**config.mk**
```make
export PLATFORM = sky130hd
export DESIGN_NAME = mvm_requant_out_flat
export DESIGN_NICKNAME = d
export VERILOG_FILES = /design/src/rtl/mvm_requant_out_if.sv /design/src/rtl/mvm_requant_out.sv /design/src/flat_wrapper.sv
export SDC_FILE = /design/constraint.sdc
export NUM_CORES = 1
export LEC_CHECK = 0
export ABC_AREA = 1
export CORE_MARGIN = 5
export CORE_UTILIZATION = 36
export CTS_BUF_LIST = sky130_fd_sc_hd__clkbuf_8
export DETAILED_ROUTE_END_ITERATION = 8
export PLACE_DENSITY = 0.68
export SETUP_SLACK_MARGIN = 0.3
export SLEW_MARGIN = 30
export SYNTH_ARGS = -nofsm -noshare
export SYNTH_HDL_FRONTEND = slang
export SYNTH_SLANG_ARGS = --single-unit
```
**constraint.sdc**
```tcl
create_clock -name clk -period 1.9 [get_ports clk]
set_clock_uncertainty 0.15 [all_clocks]
set_input_delay 0.19 -clock clk [delete_from_list [all_inputs] [get_ports clk]]
set_output_delay 0.19 -clock clk [all_outputs]
set_load 0.05 [all_outputs]
```
**src/rtl/mvm_requant_out_if.sv**
```systemverilog
// Stream bundle around mvm_requant_out: 16-bit y elements in, 8-bit requantized elements out.
// The master modport is the environment side; the slave modport is the block itself.
interface mvm_requant_out_if;
  logic        s_valid;
  logic        s_ready;
  logic [15:0] data_in;
  logic        m_valid;
  logic        m_ready;
  logic [7:0]  data_out;
  logic        m_last;

  modport master (
    output s_valid, data_in, m_ready,
    input  s_ready, m_valid, data_out, m_last
  );

  modport slave (
    input  s_valid, data_in, m_ready,
    output s_ready, m_valid, data_out, m_last
  );
endinterface

```
**src/rtl/mvm_requant_out.sv**
```systemverilog
// Requantizes 16-bit signed y elements to 8-bit (round, shift, saturate) and queues them with a per-vector last tag.
// Define MVM_REQUANT_RELU_EN to clamp negative inputs to zero before rounding (output range [0, 127]).
module mvm_requant_out #(
  parameter int SIZE  = 3,
  parameter int SHIFT = 4,
  parameter int DEPTH = 4
) (
  input  logic               clk,
  input  logic               reset,
  mvm_requant_out_if.slave   bus
);

  localparam int AW = $clog2(DEPTH);
  localparam int CW = (SIZE > 1) ? $clog2(SIZE) : 1;
  localparam logic signed [16:0] ROUND =
    (SHIFT > 0) ? (17'sd1 <<< ((SHIFT > 0) ? SHIFT - 1 : 0)) : 17'sd0;

  logic [7:0]    mem [DEPTH];
  logic [AW-1:0] wr_ptr, rd_ptr;
  logic [AW:0]   count;
  logic [CW-1:0] elem_cnt;
  logic [7:0]    last_q;
  logic          full, empty, push, pop;

  logic signed [16:0] ext, rnd, shr;
  logic [7:0]         quant;

  // NOTE: every always_comb output gets a default first so no path leaves it unassigned (no latch).
  always_comb begin
    ext = {bus.data_in[15], bus.data_in};
`ifdef MVM_REQUANT_RELU_EN
    if (ext < 17'sd0) ext = 17'sd0;
`endif
    // 17 bits hold 32767 + 2^14 without overflow, so rounding never wraps.
    rnd = ext + ROUND;
    shr = rnd >>> SHIFT;
    if (shr > 17'sd127)       quant = 8'h7F;
    else if (shr < -17'sd128) quant = 8'h80;
    else                      quant = shr[7:0];
  end

  assign full  = (count == (AW+1)'(DEPTH));
  assign empty = (count == '0);
  assign push  = bus.s_valid && !full;
  assign pop   = !empty && bus.m_ready;

  assign bus.s_ready  = !full;
  assign bus.m_valid  = !empty;
  assign bus.m_last   = !empty && (elem_cnt == CW'(SIZE - 1));
  // When empty, show the most recently popped element rather than stale storage.
  assign bus.data_out = empty ? last_q : mem[rd_ptr];

  // NOTE: storage carries no reset; pointers and count alone define which entries are meaningful.
  always_ff @(posedge clk) begin
    if (push) mem[wr_ptr] <= quant;
  end

  // NOTE: sequential state uses non-blocking assignments so every register samples pre-edge values.
  always_ff @(posedge clk) begin
    if (reset) begin
      wr_ptr   <= '0;
      rd_ptr   <= '0;
      count    <= '0;
      elem_cnt <= '0;
      last_q   <= '0;
    end else begin
      if (push) wr_ptr <= wr_ptr + 1'b1;
      if (pop) begin
        rd_ptr   <= rd_ptr + 1'b1;
        last_q   <= mem[rd_ptr];
        elem_cnt <= (elem_cnt == CW'(SIZE - 1)) ? '0 : elem_cnt + 1'b1;
      end
      case ({push, pop})
        2'b10:   count <= count + 1'b1;
        2'b01:   count <= count - 1'b1;
        default: count <= count;
      endcase
    end
  end

endmodule
```
**src/flat_wrapper.sv**
```systemverilog
// flat-port wrapper written by rule: the top's interface ports become plain ports
module mvm_requant_out_flat 
#(
  parameter int SIZE  = 3,
  parameter int SHIFT = 4,
  parameter int DEPTH = 4
)
  (clk, reset, bus_s_valid, bus_data_in, bus_m_ready, bus_s_ready, bus_m_valid, bus_data_out, bus_m_last);
  mvm_requant_out_if bus_i ();
  input  logic clk;
  input  logic reset;
  input wire logic [$bits(bus_i.s_valid)-1:0] bus_s_valid;
  input wire logic [$bits(bus_i.data_in)-1:0] bus_data_in;
  input wire logic [$bits(bus_i.m_ready)-1:0] bus_m_ready;
  output wire logic [$bits(bus_i.s_ready)-1:0] bus_s_ready;
  output wire logic [$bits(bus_i.m_valid)-1:0] bus_m_valid;
  output wire logic [$bits(bus_i.data_out)-1:0] bus_data_out;
  output wire logic [$bits(bus_i.m_last)-1:0] bus_m_last;
  assign bus_i.s_valid = bus_s_valid;
  assign bus_i.data_in = bus_data_in;
  assign bus_i.m_ready = bus_m_ready;
  assign bus_s_ready = bus_i.s_ready;
  assign bus_m_valid = bus_i.m_valid;
  assign bus_data_out = bus_i.data_out;
  assign bus_m_last = bus_i.m_last;
  mvm_requant_out #(.SIZE(SIZE), .SHIFT(SHIFT), .DEPTH(DEPTH)) u_core (.clk(clk), .reset(reset), .bus(bus_i));
endmodule
```
==> run summary, run 1 <==
Status: completed
Die extent in x: 92.2 microns
Hold_buf cts: 0
Yosys synthesis warning count: 0
First-pass GRT wire length: 8.71 mm
Clk root buf: clkbuf_8
Static Leak: 0.00154 uW
Fin crit period: 1.89 ns
Final period util: 0.995
Vias per cell: 4.92
Post-route DRC: 0
Port bufs: 27
Setup_tns: 0 ns
Final hold violation count: 0
Worst R2R Start: u_core.count[1]
HPWL after detailed placement: 3.66 mm
WP data arrival: 1.55 ns
Drt wl/cell: 13.2 microns
Mean Syn Cell Area: 8.92 sq um
Post-synthesis sequential area ratio: 0.551
Initial core utilization: 0.364
Commonest non-fill, non-tap cell in the layout: edfxtp_1
Yosys cell types: 27
FILL cells: 592
Drt pass-1 iters: 4
Worst path bufs/invs: 4
Hold Path Origin: bus_data_in[3]
Metal3 WL: 261 microns
Clock Path Buffers: 2
Max Cap Viol: 0
Max Slew Vio Count: 0
Final setup violation count: 0
Num CTS Buffers: 5
DR vias: 2082
Met1 WL: 2.27 mm
Largest net degree at the start of global routing: 23
TritonCTS clock tree: built
CP Cell Sequence: inv_4 -> buf_6 -> nor2_1 -> o22ai_1 -> inv_1 -> o21ai_4 -> buf_12
Slew HR: 0.731
Met2 wire len: 2.98 mm
Post-synth EDFFs: 32
Fmax achieved: 529 MHz
Fin Hold WS: 0.226 ns
N_diodes: 0
Pwr Density: 1470 nW/um^2
Setup ws final: 0.00946 ns
Util after Layout: 0.561
Number of DRC markers in iteration 0: 67
Syn Inst Count: 273
Critical path's slowest cell: dfxtp_4
Placer Congestion: 0.821
GRT overflow: 0
Share of cells above drive strength 1: 0.434
Core ar.: 6680 sq um
Cell row count: 30
Final ANT Viol Nets: 0
Critical path's top delay family: buffers and inverters
Worst Setup End Kind: output pin
Die height: 92.2 microns
P&R area growth vs syn: 53.9%
Aggregate global-route resource usage: 0.129
Worst EP required: 1.56 ns
Type of the worst setup path: reg2out
Place WS: -0.372 ns
Clock latency at the later pin of the worst-skew pair: 0.31 ns
Synth Register Bits: 51
Total Die Area: 8510 sq um
CP max stage delay: 0.38 ns
Worst hold path type: in2reg
RSZ-0062 raised after global routing: yes
Ys async rst share: 0
CP Max Fanout: 8
Final WL: 5.59 mm
Syn_nets: 300
Vias in the first global route: 1926
Slew @ Worst Pin: 0.403 ns
# IOs: 31
Synth Cell Area: 2430 sq um
Worst-path clk slew: 0.10 ns
VDD IR max: 0.500 mV
Top Metal Used: met4
CTS sink cnt: 51
Initial antenna violation count: 0
Top FF cell, synth: edfxtp_1
Nets: 369
H-tree depth: 2
Most frequent cells in the layout: edfxtp_1, buf_4, nand2_1
Setup crit start kind: flop
layer usage:
metal	track usage	vias to the layer above
li1	-	1059
met1	0.152	967
met2	0.225	49
met3	0.0254	7
met4	0.0569	0
met5	0	-
state kept, by name (all words and copies together) (netlist names), named ones only:
register and flops:
u_core.mem 32, u_core.elem_cnt 2, u_core.last_q 8, u_core.rd_ptr 2, u_core.count 3, u_core.wr_ptr 2
logic make-up after synthesis:
kind of cell / Yosys count / synth area share
xor+xnor: 7 / 0.0252
buf+inv: 39 / 0.0622
simple gates: 100 / 0.174
fa+ha+maj: 7 / 0.0391
flops: 51 / 0.551
compound gates: 69 / 0.149
path summary, 6_finish.rpt:
path                      endpoint  slack [ns]  cells past startpoint
hold reg to reg               flop        0.31                      2
setup / recovery   bus_data_out[5]       0.009                      7
setup reg to reg   u_core.count[2]        0.03                     10
hold / removal    u_core.mem[1][0]        0.23                      4
layout make-up:
type                    instances  area, sq um  share of cell area
repair buffers                 68          723               0.193
multi-input cells             183         1340               0.357
well taps                      80          100              0.0267
clock buffers                   5         68.8              0.0184
flip-flops and latches         51         1360               0.362
inverters                      33          133              0.0354
clock inverters                 3         28.8             0.00768
what timing repair did:
action / 4_1_cts / 5_1_grt
endpoints found under the hold margin: 0 / 0
pin swaps: 25 / 25
gates cloned: 2 / 2
buffers inserted: 6 / 1
setup endpoints to repair: 45 / 61
resized for setup: 85 / 54
per-stage QoR:
| stage | power (uW) | cell area [sq um] | cells |
|---|---|---|---|
| 3_3_place_gp | 4250 | 3290 | 404 |
| 5_1_grt | 5760 | 3750 | 423 |
| 3_5_place_dp | 4300 | 3290 | 404 |
| 4_1_cts | 5190 | 3580 | 420 |
| 6_report | 5510 | 3750 | 423 |
| 2_1_floorplan | 3270 | 2640 | 273 |
synthesized netlist by cell type, types with 2 or more instances:
| cell type | instances | area [sq um] |
|---|---|---|
| edfxtp_1 | 32 | 961 |
| buf_2 | 4 | 20.0 |
| o21ai_0 | 40 | 200 |
| nor2_2 | 2 | 12.5 |
| dfxtp_1 | 19 | 380 |
| ha_1 | 6 | 75.1 |
| nor2_1 | 32 | 120 |
| inv_1 | 32 | 120 |
| nand2_1 | 49 | 184 |
| nand2_2 | 3 | 18.8 |
| a21oi_1 | 19 | 95.1 |
| nand3_1 | 7 | 35.0 |
| o22ai_1 | 8 | 50.1 |
| nand4_1 | 2 | 12.5 |
| xor2_1 | 6 | 52.6 |
worst register-to-register path, delay by kind of cell (launching register included):
kind | cells | cell delay (ns)
AND/OR/NAND/NOR | 3 | 0.35
adder cells (fa/ha/maj) | 2 | 0.47
buffers and inverters | 1 | 0.04
AO/OA/AOI/OAI | 4 | 0.39
flip-flops | 1 | 0.37
report_power, final:
group          switching (uW)  internal (uW)
sequential                159           1400
combinational            1790           1510
clock                     380            273
Note: power is estimated with default switching activity, not from simulation.
==> run 2, diff against run 1 <==
--- a/config.mk
+++ b/config.mk
@@ -10,9 +10,11 @@
 export CORE_UTILIZATION = 36
 export CTS_BUF_LIST = sky130_fd_sc_hd__clkbuf_8
 export DETAILED_ROUTE_END_ITERATION = 8
-export PLACE_DENSITY = 0.68
+export HOLD_SLACK_MARGIN = 0.06
+export PLACE_DENSITY = 0.66
 export SETUP_SLACK_MARGIN = 0.3
 export SLEW_MARGIN = 30
 export SYNTH_ARGS = -nofsm -noshare
 export SYNTH_HDL_FRONTEND = slang
 export SYNTH_SLANG_ARGS = --single-unit
+export TNS_END_PERCENT = 10
==> constraint.sdc (replaced) <==
create_clock -name clk -period 2.2 [get_ports clk]
set_clock_uncertainty 0.15 [all_clocks]
set_input_delay 0.22 -clock clk [delete_from_list [all_inputs] [get_ports clk]]
set_output_delay 0.22 -clock clk [all_outputs]
set_load 0.05 [all_outputs]
==> run summary, run 2 (synthesized netlist as in run 1, its figures left out) <==
Status: completed (unchanged)
Total power: 4280 uW (was 5510 uW)
Total Die Area: 8510 sq um (unchanged)
Register-to-Register Path Depth: 10 (unchanged)
Fmax achieved: 508 MHz
DR vias: 1918 (was 2082)
Max Cap Viol: 0 (unchanged)
Drt pass-1 iters: 4 (unchanged)
Clock latency at the later pin of the worst-skew pair: 0.31 ns (about the same)
Nets: 346 (was 369)
Type of the worst setup path: reg2out (unchanged)
# IOs: 31 (unchanged)
Post-route DRC: 0 (unchanged)
Largest regs: u_core.mem (32), u_core.last_q (8), u_core.count (3) (unchanged)
Final period util: 0.894
VDD IR max: 0.370 mV (was 0.500 mV)
Final hold violation count: 0 (unchanged)
Placed Area: 3060 sq um (was 3290 sq um)
Initial core utilization: 0.364 (unchanged)
Worst R2R Setup Slack: 0.29 ns (was 0.03 ns)
Fin crit period: 1.97 ns
Commonest non-fill, non-tap cell in the layout: nand2_1 (was edfxtp_1)
Final ANT Viol Nets: 0 (unchanged)
Placer Congestion: 0.857 (was 0.821)
GRT overflow: 0 (unchanged)
TritonCTS clock tree: built (unchanged)
Final setup violation count: 0 (unchanged)
Cell row count: 30 (unchanged)
HPWL after detailed placement: 3.36 mm (was 3.66 mm)
Vias per cell: 4.80 (was 4.92)
CTS sink cnt: 51 (unchanged)
Setup crit start kind: flop (unchanged)
Aggregate global-route resource usage: 0.119 (was 0.129)
H-tree depth: 2 (unchanged)
Worst Hold Depth: 2 (was 4)
N_diodes: 0 (unchanged)
Static Leak: 0.00137 uW (was 0.00154 uW)
Hold Path Origin: u_core.rd_ptr[1] (was bus_data_in[3])
Worst R2R Start: u_core.count[1] (unchanged)
Largest net degree at the start of global routing: 23 (unchanged)
Final WL: 4.92 mm (was 5.59 mm)
Clk root buf: clkbuf_8 (unchanged)
Die extent in x: 92.2 microns (unchanged)
Most frequent cells in the layout: nand2_1, edfxtp_1, nor2_1 (was edfxtp_1, buf_4, nand2_1)
CP Max Fanout: 8 (unchanged)
Placed cell count: 388 (was 404)
Initial antenna violation count: 0 (unchanged)
Hold_buf cts: 0 (unchanged)
Core ar.: 6680 sq um (unchanged)
Worst EP required: 1.83 ns (was 1.56 ns)
Max reg flops: 32 (unchanged)
WP data arrival: 1.60 ns (was 1.55 ns)
FILL cells: 625 (was 592)
Reg2reg end: u_core.count[2] (unchanged)
RSZ-0062 raised after global routing: yes (unchanged)
Clock Path Buffers: 2 (unchanged)
Fin Hold WS: 0.308 ns (was 0.226 ns)
Largest Register: u_core.mem (unchanged)
Port bufs: 27 (unchanged)
Max Slew Vio Count: 0 (unchanged)
Final std cells w/o fill: 400 (was 423)
Vias in the first global route: 1730 (was 1926)
Worst hold path type: reg2reg (was in2reg)
Worst Setup End Kind: output pin (unchanged)
Slew HR: 0.664 (was 0.731)
First-pass GRT wire length: 8.06 mm (was 8.71 mm)
Finished layout cell area: 3350 sq um (was 3750 sq um)
Worst-path clk slew: 0.09 ns (was 0.10 ns)
Pwr Density: 1270 nW/um^2 (was 1470 nW/um^2)
Drt wl/cell: 12.3 microns (was 13.2 microns)
Number of DRC markers in iteration 0: 83 (was 67)
Num CTS Buffers: 5 (unchanged)
P&R area growth vs syn: 37.8% (was 53.9%)
Die height: 92.2 microns (unchanged)
Share of cells above drive strength 1: 0.278 (was 0.434)
Slew @ Worst Pin: 0.503 ns (was 0.403 ns)
## run 2: area by class of cell
cell class                 count  area (sq um)  share of cell area
timing repair inverter         1          7.51             0.00224
timing repair buffer          44           523               0.156
multi-input combinational    183          1110               0.331
tap                           80           100              0.0298
clock buffer                   5          68.8              0.0205
sequential                    51          1350               0.402
clock inverter                 3          67.6              0.0201
inverter                      33           128              0.0380
## run 2: repair_timing
action,CTS,global route
hold endpoints to repair,0,0
pin swaps,5,11
cloned,2,0
gates resized for setup,19,29
endpoints found under the setup margin,39,39
buffers inserted,0,2
## run 2: worst max-delay path by stage
stage                     cells past startpoint                to            start
final                                         6   bus_data_out[6]             flop
after global routing                          6   bus_data_out[0]             flop
after CTS                                     3       bus_m_valid  u_core.count[1]
after detailed placement                     11  u_core.mem[3][5]   bus_data_in[4]
after global placement                       11  u_core.mem[1][5]   bus_data_in[4]
after floorplan                              10   u_core.count[2]  u_core.count[1]
## run 2: worst max-delay path, cell delays in order (launching register included)
cell and delay, ns:
dfxtp_4 0.43, buf_8 0.15, o21ai_0 0.08, o22ai_1 0.21
inv_1 0.10, o21ai_2 0.16, buf_12 0.15
## run 2: layer usage
layer  up-vias  routed length [microns]  track usage
met4         0                       74       0.0433
li1       1007                        -            -
met1       858                     2310        0.152
met5         -                        0            0
met2        46                     2330        0.200
met3         7                      209       0.0263
## run 2: per-stage QoR
step	utilization	worst slack [ns]	setup TNS (ns)
3_5_place_dp	0.458	-0.107	-2.38
3_3_place_gp	0.458	-0.0556	-1.15
4_1_cts	0.489	0.194	0
6_report	0.502	0.233	0
5_1_grt	0.502	0.143	0
2_1_floorplan	-	0.277	0
## run 2: power by group
part	switching, uW	internal (uW)	total (uW)
combinational	1270	923	2190
clock	313	453	766
sequential	114	1200	1320
==> run 3, diff against run 2 <==
--- a/config.mk
+++ b/config.mk
@@ -10,6 +10,7 @@
 export CORE_UTILIZATION = 36
 export CTS_BUF_LIST = sky130_fd_sc_hd__clkbuf_8
 export DETAILED_ROUTE_END_ITERATION = 8
+export GPL_TIMING_DRIVEN = 1
 export HOLD_SLACK_MARGIN = 0.06
 export PLACE_DENSITY = 0.66
 export SETUP_SLACK_MARGIN = 0.3
==> results of run 3 <==
Same layout as run 2: the final DEF is identical, and so are final timing and power.
